## config.mk

```make
export PLATFORM = sky130hd
export DESIGN_NAME = iq_block_averager_flat
export DESIGN_NICKNAME = d
export VERILOG_FILES = /design/src/rtl/iq_avg_pkg.sv /design/src/rtl/iq_block_averager_if.sv /design/src/rtl/iq_avg_scale.sv /design/src/rtl/iq_block_averager.sv /design/src/flat_wrapper.sv
export SDC_FILE = /design/constraint.sdc
export NUM_CORES = 1
export LEC_CHECK = 0
export CAP_MARGIN = 20
export CORE_ASPECT_RATIO = 2
export CORE_UTILIZATION = 44
export CTS_CLUSTER_SIZE = 20
export DETAILED_ROUTE_END_ITERATION = 8
export DONT_BUFFER_PORTS = 1
export GPL_TIMING_DRIVEN = 0
export PLACE_DENSITY_LB_ADDON = 0.3
export SYNTH_ARGS = -nofsm -noshare
export SYNTH_HDL_FRONTEND = slang
export SYNTH_HIERARCHICAL = 1
export SYNTH_SLANG_ARGS = --single-unit
export TNS_END_PERCENT = 1
```

## constraint.sdc

```tcl
create_clock -name clk -period 19.23 [get_ports clk]
set_input_delay 1.923 -clock clk [delete_from_list [all_inputs] [get_ports clk]]
set_output_delay 1.923 -clock clk [all_outputs]
set_load 0.05 [all_outputs]
```

## src/rtl/iq_avg_pkg.sv

```systemverilog
// iq_avg_pkg: shared types and constants for the IQ block averager.
package iq_avg_pkg;

    typedef enum logic {IDLE, ACCUM} state_e;

    function automatic int shift_w(input int abits);
        return $clog2(abits + 1);
    endfunction

    function automatic int lane_lo(input int k, input int nbits);
        return k * nbits;
    endfunction

    function automatic int sat_hi(input int nbits);
        return (1 << (nbits - 1)) - 1;
    endfunction

    function automatic int sat_lo(input int nbits);
        return -(1 << (nbits - 1));
    endfunction

endpackage

```

## src/rtl/iq_block_averager_if.sv

```systemverilog
// iq_block_averager_if: sample input and result output handshake bundle.
interface iq_block_averager_if #(
    parameter int NBITS = 16,
    parameter int NCH   = 2
);
    logic                  in_valid;
    logic [NCH*NBITS-1:0]  in_data;
    logic                  out_valid;
    logic                  out_ready;
    logic [NCH*NBITS-1:0]  out_data;

    modport master (output in_valid, in_data, out_ready, input out_valid, out_data);
    modport slave  (input in_valid, in_data, out_ready, output out_valid, out_data);
endinterface

```

## src/rtl/iq_avg_scale.sv

```systemverilog
// iq_avg_scale: one lane of arithmetic right shift and signed saturation.
// IQAVG_ROUND_EN adds half an LSB before the shift (round half up).
module iq_avg_scale import iq_avg_pkg::*; #(
    parameter int NBITS = 16,
    parameter int ABITS = 9,
    parameter int SW    = shift_w(ABITS)
) (
    input  logic signed [NBITS+ABITS-1:0] sum_i,
    input  logic [SW-1:0]                 shift_i,
    output logic [NBITS-1:0]              avg_o
);
    localparam int W = NBITS + ABITS;
    localparam logic signed [W:0] HI = (W+1)'(sat_hi(NBITS));
    localparam logic signed [W:0] LO = (W+1)'(sat_lo(NBITS));

    logic signed [W:0] ext, shr;

    always_comb begin
`ifdef IQAVG_ROUND_EN
        ext = {sum_i[W-1], sum_i} + ((shift_i == '0) ? '0 : ((W+1)'(1) << (shift_i - 1'b1)));
`else
        ext = {sum_i[W-1], sum_i};
`endif
        shr = ext >>> shift_i;
        avg_o = (shr > HI) ? HI[NBITS-1:0] : (shr < LO) ? LO[NBITS-1:0] : shr[NBITS-1:0];
    end
endmodule

```

## src/rtl/iq_block_averager.sv

```systemverilog
// iq_block_averager: per-lane block sum, scale and saturate with a valid/ready result.
// Define IQAVG_ROUND_EN for rounding instead of truncation in the scaler.
module iq_block_averager import iq_avg_pkg::*; #(
    parameter int NBITS = 16,
    parameter int NCH   = 2,
    parameter int ABITS = 9,
    parameter int CBITS = 4,
    parameter int SW    = shift_w(ABITS)
) (
    input  logic              clk,
    input  logic              rst,
    input  logic              enable,
    input  logic [ABITS:0]    avg_len,
    input  logic [SW-1:0]     avg_shift,
    iq_block_averager_if.slave bus,
    output logic [CBITS-1:0]  block_count,
    output logic              overrun,
    input  logic              overrun_clr
);
    localparam int W = NBITS + ABITS;

    state_e state_q, state_d;
    logic accept, clr, first, last, load;
    logic [ABITS:0] cnt_q, len_q, len_in, len_cur;
    logic [SW-1:0] shf_q, shf_in, shf_cur, res_shf_q;
    logic [NCH-1:0][W-1:0] acc_q, sum, res_q;
    logic res_v_q, scl_v_q, out_v_q, out_v_d, ovr_q, ovr_d;
    logic [NCH*NBITS-1:0] scaled, scl_q, out_q;
    logic [CBITS-1:0] bc_q;

    always_ff @(posedge clk or posedge rst)
        if (rst) state_q <= IDLE;
        else     state_q <= state_d;

    always_comb state_d = enable ? ACCUM : IDLE;

    always_comb begin
        accept = enable && bus.in_valid;
        clr    = (state_q == ACCUM) && !enable;
    end

    // Length and shift come straight from the ports on the first sample of a block.
    assign first   = cnt_q == '0;
    assign len_in  = (avg_len == '0) ? (ABITS+1)'(1) : avg_len;
    assign shf_in  = (avg_shift > SW'(ABITS)) ? SW'(ABITS) : avg_shift;
    assign len_cur = first ? len_in : len_q;
    assign shf_cur = first ? shf_in : shf_q;
    assign last    = accept && (cnt_q == len_cur - 1'b1);

    for (genvar k = 0; k < NCH; k++) begin : g_lane
        assign sum[k] = acc_q[k] + W'($signed(bus.in_data[lane_lo(k, NBITS) +: NBITS]));
        iq_avg_scale #(.NBITS(NBITS), .ABITS(ABITS), .SW(SW)) u_scale (
            .sum_i   ($signed(res_q[k])),
            .shift_i (res_shf_q),
            .avg_o   (scaled[lane_lo(k, NBITS) +: NBITS])
        );
    end

    assign load    = scl_v_q && (!out_v_q || bus.out_ready);
    assign out_v_d = load || (out_v_q && !bus.out_ready);
    assign ovr_d   = (scl_v_q && !load) || (ovr_q && !overrun_clr);

    always_ff @(posedge clk or posedge rst)
        if (rst) begin
            cnt_q     <= '0;
            len_q     <= '0;
            shf_q     <= '0;
            acc_q     <= '0;
            res_q     <= '0;
            res_shf_q <= '0;
            res_v_q   <= 1'b0;
            scl_q     <= '0;
            scl_v_q   <= 1'b0;
            out_q     <= '0;
            out_v_q   <= 1'b0;
            ovr_q     <= 1'b0;
            bc_q      <= '0;
        end else begin
            if (clr) begin
                cnt_q <= '0;
                acc_q <= '0;
            end else if (accept) begin
                cnt_q <= last ? '0 : cnt_q + 1'b1;
                acc_q <= last ? '0 : sum;
                if (first) begin
                    len_q <= len_in;
                    shf_q <= shf_in;
                end
            end
            res_v_q <= last;
            if (last) begin
                res_q     <= sum;
                res_shf_q <= shf_cur;
                bc_q      <= bc_q + 1'b1;
            end
            scl_v_q <= res_v_q;
            if (res_v_q) scl_q <= scaled;
            if (load) out_q <= scl_q;
            out_v_q <= out_v_d;
            ovr_q   <= ovr_d;
        end

    assign bus.out_valid = out_v_q;
    assign bus.out_data  = out_q;
    assign block_count   = bc_q;
    assign overrun       = ovr_q;
endmodule

```

## src/flat_wrapper.sv

```systemverilog
// flat-port wrapper written by rule: the top's interface ports become plain ports
module iq_block_averager_flat import iq_avg_pkg::*;
#(
    parameter int NBITS = 16,
    parameter int NCH   = 2,
    parameter int ABITS = 9,
    parameter int CBITS = 4,
    parameter int SW    = shift_w(ABITS)
)
  (clk, rst, enable, avg_len, avg_shift, block_count, overrun, overrun_clr, bus_in_valid, bus_in_data, bus_out_ready, bus_out_valid, bus_out_data);
  iq_block_averager_if #(.NBITS(NBITS), .NCH(NCH)) bus_i ();
  input  logic clk;
  input  logic rst;
  input  logic enable;
  input  logic [ABITS:0] avg_len;
  input  logic [SW-1:0] avg_shift;
  output logic [CBITS-1:0] block_count;
  output logic overrun;
  input  logic overrun_clr;
  input wire logic [$bits(bus_i.in_valid)-1:0] bus_in_valid;
  input wire logic [$bits(bus_i.in_data)-1:0] bus_in_data;
  input wire logic [$bits(bus_i.out_ready)-1:0] bus_out_ready;
  output wire logic [$bits(bus_i.out_valid)-1:0] bus_out_valid;
  output wire logic [$bits(bus_i.out_data)-1:0] bus_out_data;
  assign bus_i.in_valid = bus_in_valid;
  assign bus_i.in_data = bus_in_data;
  assign bus_i.out_ready = bus_out_ready;
  assign bus_out_valid = bus_i.out_valid;
  assign bus_out_data = bus_i.out_data;
  iq_block_averager #(.NBITS(NBITS), .NCH(NCH), .ABITS(ABITS), .CBITS(CBITS), .SW(SW)) u_core (.clk(clk), .rst(rst), .enable(enable), .avg_len(avg_len), .avg_shift(avg_shift), .bus(bus_i), .block_count(block_count), .overrun(overrun), .overrun_clr(overrun_clr));
endmodule
```

==> results of run 1 <==
[synthesized netlist by cell type, drive strengths merged (15+ instances only)]
master	n
a22o	51
mux2	112
o21ai	90
mux2i	28
mux4	36
dfrtp	201
nand2	191
nor3	15
nand4	15
ha	52
xnor2	34
o31ai	16
xor2	15
nor2	63
a21oi	78
inv	31
buf	40
nand3	24
o211ai	15
clkbuf	40
[metrics by stage]
stage / std cells / hold slack, ps / cell area [µm²]
after detailed placement: 1700 / 371 / 13800
after CTS: 1735 / 386 / 14400
final: 1736 / 382 / 14400
after global routing: 1735 / 415 / 14400
after floorplan: 1335 / 352 / 13300
after global placement: 1699 / 365 / 13700
[worst max path at each step]
stage               startpoint               end  slack [ps]
CTS                 avg_len[3]   u_core/res_q[0]       14080
global route        avg_len[3]   u_core/res_q[0]       13790
floorplan                  rst   u_core/acc_q[0]       11820
detailed placement  avg_len[3]   u_core/res_q[0]       13560
finish              avg_len[3]   u_core/res_q[0]       14020
global placement           rst  u_core/acc_q[32]        9600
[sequential cells by signal, summed over array words and instances, names as in the netlist]
signal,count
u_core/len_q,10
u_core/block_count,4
u_core/bus.out_valid,1
u_core/acc_q,50
u_core/scl_q,32
u_core/bus.out_data,32
u_core/res_shf_q,4
u_core/overrun,1
u_core/res_q,50
u_core/res_v_q,1
u_core/state_q,1
u_core/scl_v_q,1
u_core/cnt_q,10
u_core/shf_q,4
[power by group through the flow]
stage | clock (µW) | combinational, µW | sequential, µW
after floorplan | 0 | 784 | 586
after global placement | 0 | 975 | 612
after detailed placement | 0 | 988 | 615
after CTS | 407 | 997 | 608
after global routing | 424 | 1110 | 624
final | 392 | 994 | 610
[final cells by class]
| type | instances | share of cell area |
|---|---|---|
| clock inverters | 6 | 0.00443 |
| diodes | 1 | 0.000174 |
| clock buffers | 29 | 0.0407 |
| repair buffers | 1 | 0.00191 |
| plain buffers | 80 | 0.0279 |
| multi-input cells | 1021 | 0.535 |
| well taps | 364 | 0.0316 |
| flip-flops and latches | 201 | 0.349 |
| inverters | 33 | 0.00912 |
[cell usage in the layout, fill, tap and decap left out, types with 16 or more instances in the layout]
master	synthesis	routed
sky130_fd_sc_hd__inv_1	31	30
sky130_fd_sc_hd__nand3_1	24	24
sky130_fd_sc_hd__clkbuf_16	0	21
sky130_fd_sc_hd__clkbuf_1	40	45
sky130_fd_sc_hd__mux2_2	109	109
sky130_fd_sc_hd__o31ai_1	16	16
sky130_fd_sc_hd__mux2i_1	28	28
sky130_fd_sc_hd__ha_1	52	52
sky130_fd_sc_hd__nor2_1	63	63
sky130_fd_sc_hd__o21ai_0	88	88
sky130_fd_sc_hd__a22o_1	51	51
sky130_fd_sc_hd__nand2_1	191	191
sky130_fd_sc_hd__dfrtp_1	201	201
sky130_fd_sc_hd__a21oi_1	78	78
sky130_fd_sc_hd__xnor2_1	34	34
sky130_fd_sc_hd__mux4_2	36	36
[metal layers]
| metal | global-route usage | share of wire | routed length, µm |
|---|---|---|---|
| met5 | 0 | 0 | 0 |
| met4 | 0.139 | 0.059 | 1930 |
| met3 | 0.0278 | 0.035 | 1150 |
| met2 | 0.419 | 0.54 | 17800 |
| met1 | 0.218 | 0.37 | 12100 |
[kinds of logic after synthesis]
| family | Yosys count | share of synthesized area |
|---|---|---|
| and+or+nand+nor | 389 | 0.139 |
| adders and majority gates | 54 | 0.0521 |
| xor gates and xnor gates | 49 | 0.0324 |
| AOI/OAI and AO/OA | 353 | 0.179 |
| DFF | 201 | 0.379 |
| muxes | 176 | 0.178 |
| buffers and inverters | 113 | 0.0396 |
==> reports/qor.json, run 1 <==
{
  "timing": {
    "worst_clock_skew_ps": 7.98,
    "timing.setup.tns_ps": 0,
    "rsz0062_at_grt": "no",
    "timing.final.hold_violations": 0,
    "fmax_mhz": 192,
    "worst_slack_ps": 14020,
    "max_slew_margin": 0.350,
    "setup_violations": 0,
    "layout_min_cycle_time_ps": 5210,
    "finalMaxSlewViolations": 0,
    "timing_worst_slew_pin_value_ps": 972,
    "post-route-period-util": 0.271
  },
  "yosys": {
    "ys_seq_elements": 201,
    "async_flop_share": 1.00,
    "synth-seq-area-share": 0.379,
    "synth_enable_flop_cells": 0,
    "mappedNetlistArea_um2": 13300,
    "synthDominantCellAreaShare": 0.379,
    "netlist-cell-type-count": 70,
    "yosys_most_used_dff": "sky130_fd_sc_hd__dfrtp_1",
    "synth_top_cells_by_area": "sky130_fd_sc_hd__dfrtp_1 38%, sky130_fd_sc_hd__mux2_2 9.3%, sky130_fd_sc_hd__mux4_2 6.1%, sky130_fd_sc_hd__nand2_1 5.4%, sky130_fd_sc_hd__ha_1 4.9%",
    "netlist_instances": 1335,
    "synthesis.yosys.warnings": 6,
    "postSynthNetCount": 1441,
    "post-synth-top-area-cell": "sky130_fd_sc_hd__dfrtp_1",
    "avgSynthCellArea_um2": 9.93
  },
  "power": {
    "pwr-share-clk": 0.196,
    "power_frac_seq": 0.306,
    "worst_case_vdd_ir_drop_mv": 0.0780,
    "power-per-cell-area_nw_per_um2": 139,
    "p_switching_uw": 812,
    "cellLeakagePower_uw": 0.00645,
    "combPwrFrac": 0.498,
    "switching_share": 0.407,
    "power_report.internal_total_uw": 1180,
    "report.power.total_uw": 2000
  },
  "clock_tree": {
    "worstSkewPairLatency_ps": 510,
    "cts-resized-gates": 0,
    "cts_tree": "built",
    "clock_sinks": 201,
    "cts_inserted_buffers": 20,
    "clkSlewWorstSetupHoldPaths_ps": 60,
    "bufs_on_longest_clock_path": 3,
    "post_cts.repair.setup_buffers": 0,
    "cts_root_buf": "sky130_fd_sc_hd__clkbuf_16",
    "htree_num_levels": 1,
    "post_cts_hold_buffer_count": 0
  },
  "finish": {
    "final_layout_size_suffix_gt1_frac": 0.161,
    "post_layout_utilization_of_the_core": 0.486,
    "layout.filler_cells": 2732,
    "areaGrowthSynthToFinish_pct": 8.61,
    "nNetsFinal": 1464,
    "register_area_um2": 5030,
    "multi_input_comb_area_um2": 7710
  },
  "global_routing": {
    "gr-usage-all-layers": 0.217,
    "wire_length_of_the_first_global_routing_pass_mm": 53.9,
    "number_of_antenna_violations_at_the_first_check_in_global_routing": 0,
    "grt-ovfl-total": 0,
    "grt_start_max_net_pins": 130,
    "first_global_vias": 10700
  },
  "place": {
    "hpwl_mm": 25.4,
    "port-buffer-count": 0,
    "gp_congestion": 0.907,
    "dp_worst_setup_slack_ps": 13560
  },
  "routing": {
    "drc": 28,
    "via_count": 10400,
    "routed_wire_length_per_instance_um": 19.0,
    "detailedRoute.firstIterationViolations": 530,
    "detail_route.wirelength_mm": 32.9,
    "post_drt_via_cell_ratio": 6.01,
    "drt-pass1-iter-count": 7,
    "antenna_left": 0
  },
  "critical_path": {
    "cp_common_cell": "sky130_fd_sc_hd__nand2_1",
    "regToRegEndpoint": "u_core/res_q[0]",
    "critical_path_start_type": "primary input",
    "regToRegStartpoint": "u_core/cnt_q[0]",
    "worst-endpoint-arrival_ps": 5650,
    "crit_cells": 12,
    "rr_worst_depth": 15,
    "path_delay_family": "simple AND/OR/NAND/NOR gates",
    "timing.critical_path.required_ps": 19670,
    "worst_path_largest_cell_delay_ps": 830,
    "regToRegSetupSlack_ps": 14130,
    "critical_path.slowest_cell": "sky130_fd_sc_hd__nor4b_2",
    "worst-path-buf-inv": 1,
    "worst-path-max-fanout": 10,
    "timing.setup.critical_path_class": "in -> reg",
    "setup.worst_path.end_class": "flop",
    "critical_path_cell_list": "nor4_1 > a31oi_1 > o21a_1 > ha_1 > xor2_1 > a21o_1 > nand4_1 > nor4_2 > nor4b_2 > clkbuf_1 > nand2_1 > nand2_1"
  },
  "floorplan": {
    "dieArea_um2": 30900,
    "initial_utilization": 0.448,
    "fp.dieW_um": 125,
    "ios": 90,
    "dieHeight_um": 248,
    "placement_rows": 89,
    "placeableCoreArea_um2": 29600
  },
  "job": {
    "max-cap-violations": 0
  },
  "min_path": {
    "hp-class": "reg -> reg",
    "worstHoldPathCells": 0,
    "min_from": "u_core/res_v_q",
    "hold-path-endpoint": "u_core/scl_v_q"
  },
  "run_status": {
    "status": "finished with violations",
    "failed_checks": "design-rule violations"
  }
}
No activity file was read; power rests on OpenSTA's default activity.
==> inputs of run 2 (changes only) <==
- clock period: 19.23 -> 4.4 ns (I/O delays scaled with it)
==> run 2 against run 1 <==
Effect of this change:
- the run still ends with design-rule violations left
- combinational power increased to 4.4 times the previous value
- clock-buffer cell count decreased by 1
- final cell count increased by 0.52%
- die area unchanged
- first-iteration DRC count decreased by 1.7%
==> reports/qor.json, run 2 (synthesized netlist as in run 1, its figures left out) <==
{
  "routing": {
    "detailedRoute.firstIterationViolations": {"value": 521, "change": "-1.7%"},
    "via_count": {"value": 10400, "change": "-0.60%"},
    "antenna_left": {"value": 0, "change": "unchanged"},
    "routed_wire_length_per_instance": {"value": 18.8, "unit": "µm", "change": "-1.1%"},
    "drt-pass1-iter-count": {"value": 7, "change": "unchanged"},
    "post_drt_via_cell_ratio": {"value": 5.94, "change": "-1.1%"},
    "detail_route.wirelength": {"value": 32.7, "unit": "mm", "change": "-0.57%"},
    "drc": {"value": 16, "change": "-43%"}
  },
  "timing": {
    "finalMaxSlewViolations": {"value": 0, "change": "unchanged"},
    "setup_violations": {"value": 0, "change": "unchanged"},
    "worst_slack": {"value": 140, "unit": "ps", "change": "-13880 ps"},
    "fmax_mhz": 235,
    "timing.setup.tns": {"value": 0, "unit": "ps", "change": "unchanged"},
    "holdWs": {"value": 32.0, "unit": "ps", "change": "-350 ps"},
    "timing.final.hold_violations": {"value": 0, "change": "unchanged"},
    "max_slew_margin": {"value": 0.464, "change": "+0.114"},
    "post-route-period-util": 0.968,
    "timing_worst_slew_pin_value": {"value": 783, "unit": "ps", "change": "-189 ps"},
    "worst_clock_skew": {"value": 12.0, "unit": "ps", "change": "+4.01 ps"},
    "layout_min_cycle_time_ps": 4260
  },
  "run_status": {
    "status": "finished with violations",
    "failed_checks": "design-rule violations"
  },
  "clock_tree": {
    "cts_inserted_buffers": {"value": 20, "change": "unchanged"},
    "clock_sinks": {"value": 201, "change": "unchanged"},
    "cts_tree": "built",
    "worstSkewPairLatency": {"value": 510, "unit": "ps", "change": "about the same"},
    "cts_root_buf": "sky130_fd_sc_hd__clkbuf_16",
    "bufs_on_longest_clock_path": {"value": 3, "change": "unchanged"},
    "htree_num_levels": {"value": 1, "change": "unchanged"},
    "clkSlewWorstSetupHoldPaths": {"value": 60, "unit": "ps", "change": "about the same"}
  },
  "floorplan": {
    "initial_utilization": {"value": 0.448, "change": "unchanged"},
    "ios": {"value": 90, "change": "unchanged"},
    "fp.dieW": {"value": 125, "unit": "µm", "change": "unchanged"},
    "placeableCoreArea": {"value": 29600, "unit": "µm²", "change": "unchanged"},
    "dieHeight": {"value": 248, "unit": "µm", "change": "unchanged"},
    "dieArea": {"value": 30900, "unit": "µm²", "change": "unchanged"},
    "placement_rows": {"value": 89, "change": "unchanged"}
  },
  "power": {
    "pwr-share-clk": {"value": 0.210, "change": "+0.014"},
    "power_report.internal_total": {"value": 5340, "unit": "µW", "change": "+350%"},
    "power-per-cell-area": {"value": 609, "unit": "nW/µm²", "change": "+340%"},
    "p_switching": {"value": 3580, "unit": "µW", "change": "+340%"},
    "power_frac_seq": {"value": 0.298, "change": "-0.008"},
    "switching_share": {"value": 0.401, "change": "-0.00546"},
    "combPwrFrac": {"value": 0.492, "change": "-0.006"},
    "worst_case_vdd_ir_drop": {"value": 0.349, "unit": "mV", "change": "+350%"},
    "cellLeakagePower": {"value": 0.00656, "unit": "µW", "change": "+1.8%"}
  },
  "finish": {
    "post_layout_utilization_of_the_core": {"value": 0.495, "change": "+0.00841"},
    "most_common_library_cell_in_the_layout_ignoring_fill_and_taps": "sky130_fd_sc_hd__dfrtp_1",
    "final_layout_size_suffix_gt1_frac": {"value": 0.174, "change": "+0.0127"},
    "layout.filler_cells": {"value": 2735, "change": "+0.11%"},
    "nNetsFinal": {"value": 1472, "change": "+0.55%"},
    "reg.largest.list": "u_core/acc_q x50, u_core/res_q x50",
    "final_cell_area": {"value": 14700, "unit": "µm²", "change": "+1.7%"},
    "areaGrowthSynthToFinish_pct": 10.5,
    "mostFrequentLayoutCells": "201 x sky130_fd_sc_hd__dfrtp_1, 191 x sky130_fd_sc_hd__nand2_1, 109 x sky130_fd_sc_hd__mux2_2"
  },
  "critical_path": {
    "critical_path_cell_list": "inv_1 > ha_1 > or4b_1 > buf_2 > o31ai_4 > o21a_1 > ha_2 > xor2_1 > nand4_1 > nor4_2 > or4b_4 > buf_4 > buf_6 > buf_2 > nand2_1 > nand2_1",
    "rr_worst_depth": {"value": 16, "change": "+1"},
    "timing.setup.critical_path_class": "reg -> reg",
    "worst_path_largest_cell_delay": {"value": 520, "unit": "ps", "change": "-310 ps"},
    "critical_path_start_type": "flop",
    "timing.critical_path.required": {"value": 4790, "unit": "ps", "change": "-14880 ps"},
    "worst-path-max-fanout": {"value": 10, "change": "unchanged"},
    "setup.worst_path.end_class": "flop",
    "worst-endpoint-arrival": {"value": 4650, "unit": "ps", "change": "-1000 ps"},
    "critical_path.slowest_cell": "sky130_fd_sc_hd__or4b_4"
  },
  "place": {
    "gp_congestion": {"value": 0.907, "change": "about the same"},
    "hpwl": {"value": 25.6, "unit": "mm", "change": "+0.72%"},
    "dpl-instance-area": {"value": 13800, "unit": "µm²", "change": "+0.50%"},
    "dp_worst_setup_slack": {"value": -579, "unit": "ps", "change": "-14140 ps"},
    "port-buffer-count": {"value": 0, "change": "unchanged"}
  },
  "job": {
    "max-cap-violations": {"value": 0, "change": "unchanged"}
  },
  "global_routing": {
    "first_global_vias": {"value": 10600, "change": "-0.87%"},
    "grt_start_max_net_pins": {"value": 43, "change": "-67%"},
    "wire_length_of_the_first_global_routing_pass": {"value": 53.8, "unit": "mm", "change": "about the same"},
    "grt-ovfl-total": {"value": 0, "change": "unchanged"},
    "gr-usage-all-layers": {"value": 0.216, "change": "-0.000938"},
    "number_of_antenna_violations_at_the_first_check_in_global_routing": {"value": 0, "change": "unchanged"}
  },
  "min_path": {
    "worstHoldPathCells": {"value": 1, "change": "+1"},
    "hp-class": "in -> reg"
  }
}
==> run 2: layout make-up <==
cell class,instances,area (µm²),share of cell area
Antenna cell,1,2.50,0.000171
Buffer,79,400,0.0273
Clock buffer,28,602,0.0411
Clock inverter,8,124,0.00845
Inverter,33,128,0.00871
Multi-Input combinational cell,1021,7770,0.530
Sequential cell,201,5030,0.343
Tap cell,364,455,0.0311
Timing Repair Buffer,10,143,0.00973
==> run 2: worst paths after layout <==
| path | from | end | slack [ps] |
|---|---|---|---|
| min reg2reg | u_core/res_v_q | u_core/scl_v_q | 370 |
| max reg2reg | u_core/cnt_q[0] | u_core/res_q[37] | 140 |
| max | u_core/cnt_q[0] | u_core/res_q[37] | 140 |
| min | overrun_clr | u_core/overrun | 30 |
| max in group asynchronous | rst | u_core/len_q[7] | 2940 |
| min in group asynchronous | rst | u_core/bus.out_data[1] | 560 |
==> run 2: critical path, delay by kind of cell, from the launching register on <==
kind	cells	cell delay, ps
AOI/OAI and AO/OA	2	520
xor gates and xnor gates	1	180
adders and majority gates	2	470
buffers and inverters	5	880
DFF	1	460
and+or+nand+nor	6	1630
==> run 2: repair_timing <==
item,4_1_cts,5_1_grt
hold endpoints to repair,34,0
hold buffers,2,0
setup buffers,2,1
endpoints found under the setup margin,101,67
resized for setup,6,7
==> run 2: metrics by stage <==
stage          instances  power [µW]
2_1_floorplan       1335        5990
3_3_place_gp        1699        6920
3_5_place_dp        1704        7020
4_1_cts             1744        8960
5_1_grt             1744        9600
6_report            1745        8930
==> run 2: power by group through the flow <==
stage | clock (µW) | sequential, µW | combinational (µW)
3_3_place_gp | 0 | 2680 | 4250
4_1_cts | 1930 | 2660 | 4370
3_5_place_dp | 0 | 2690 | 4330
5_1_grt | 2000 | 2730 | 4870
6_report | 1880 | 2660 | 4390
2_1_floorplan | 0 | 2560 | 3430
==> run 2: layer usage <==
metal	track usage	vias up	wire [µm]
met2	0.425	196	18200
met4	0.118	0	1500
met5	0	-	0
met1	0.220	5084	12100
met3	0.0248	79	935
li1	-	5007	-
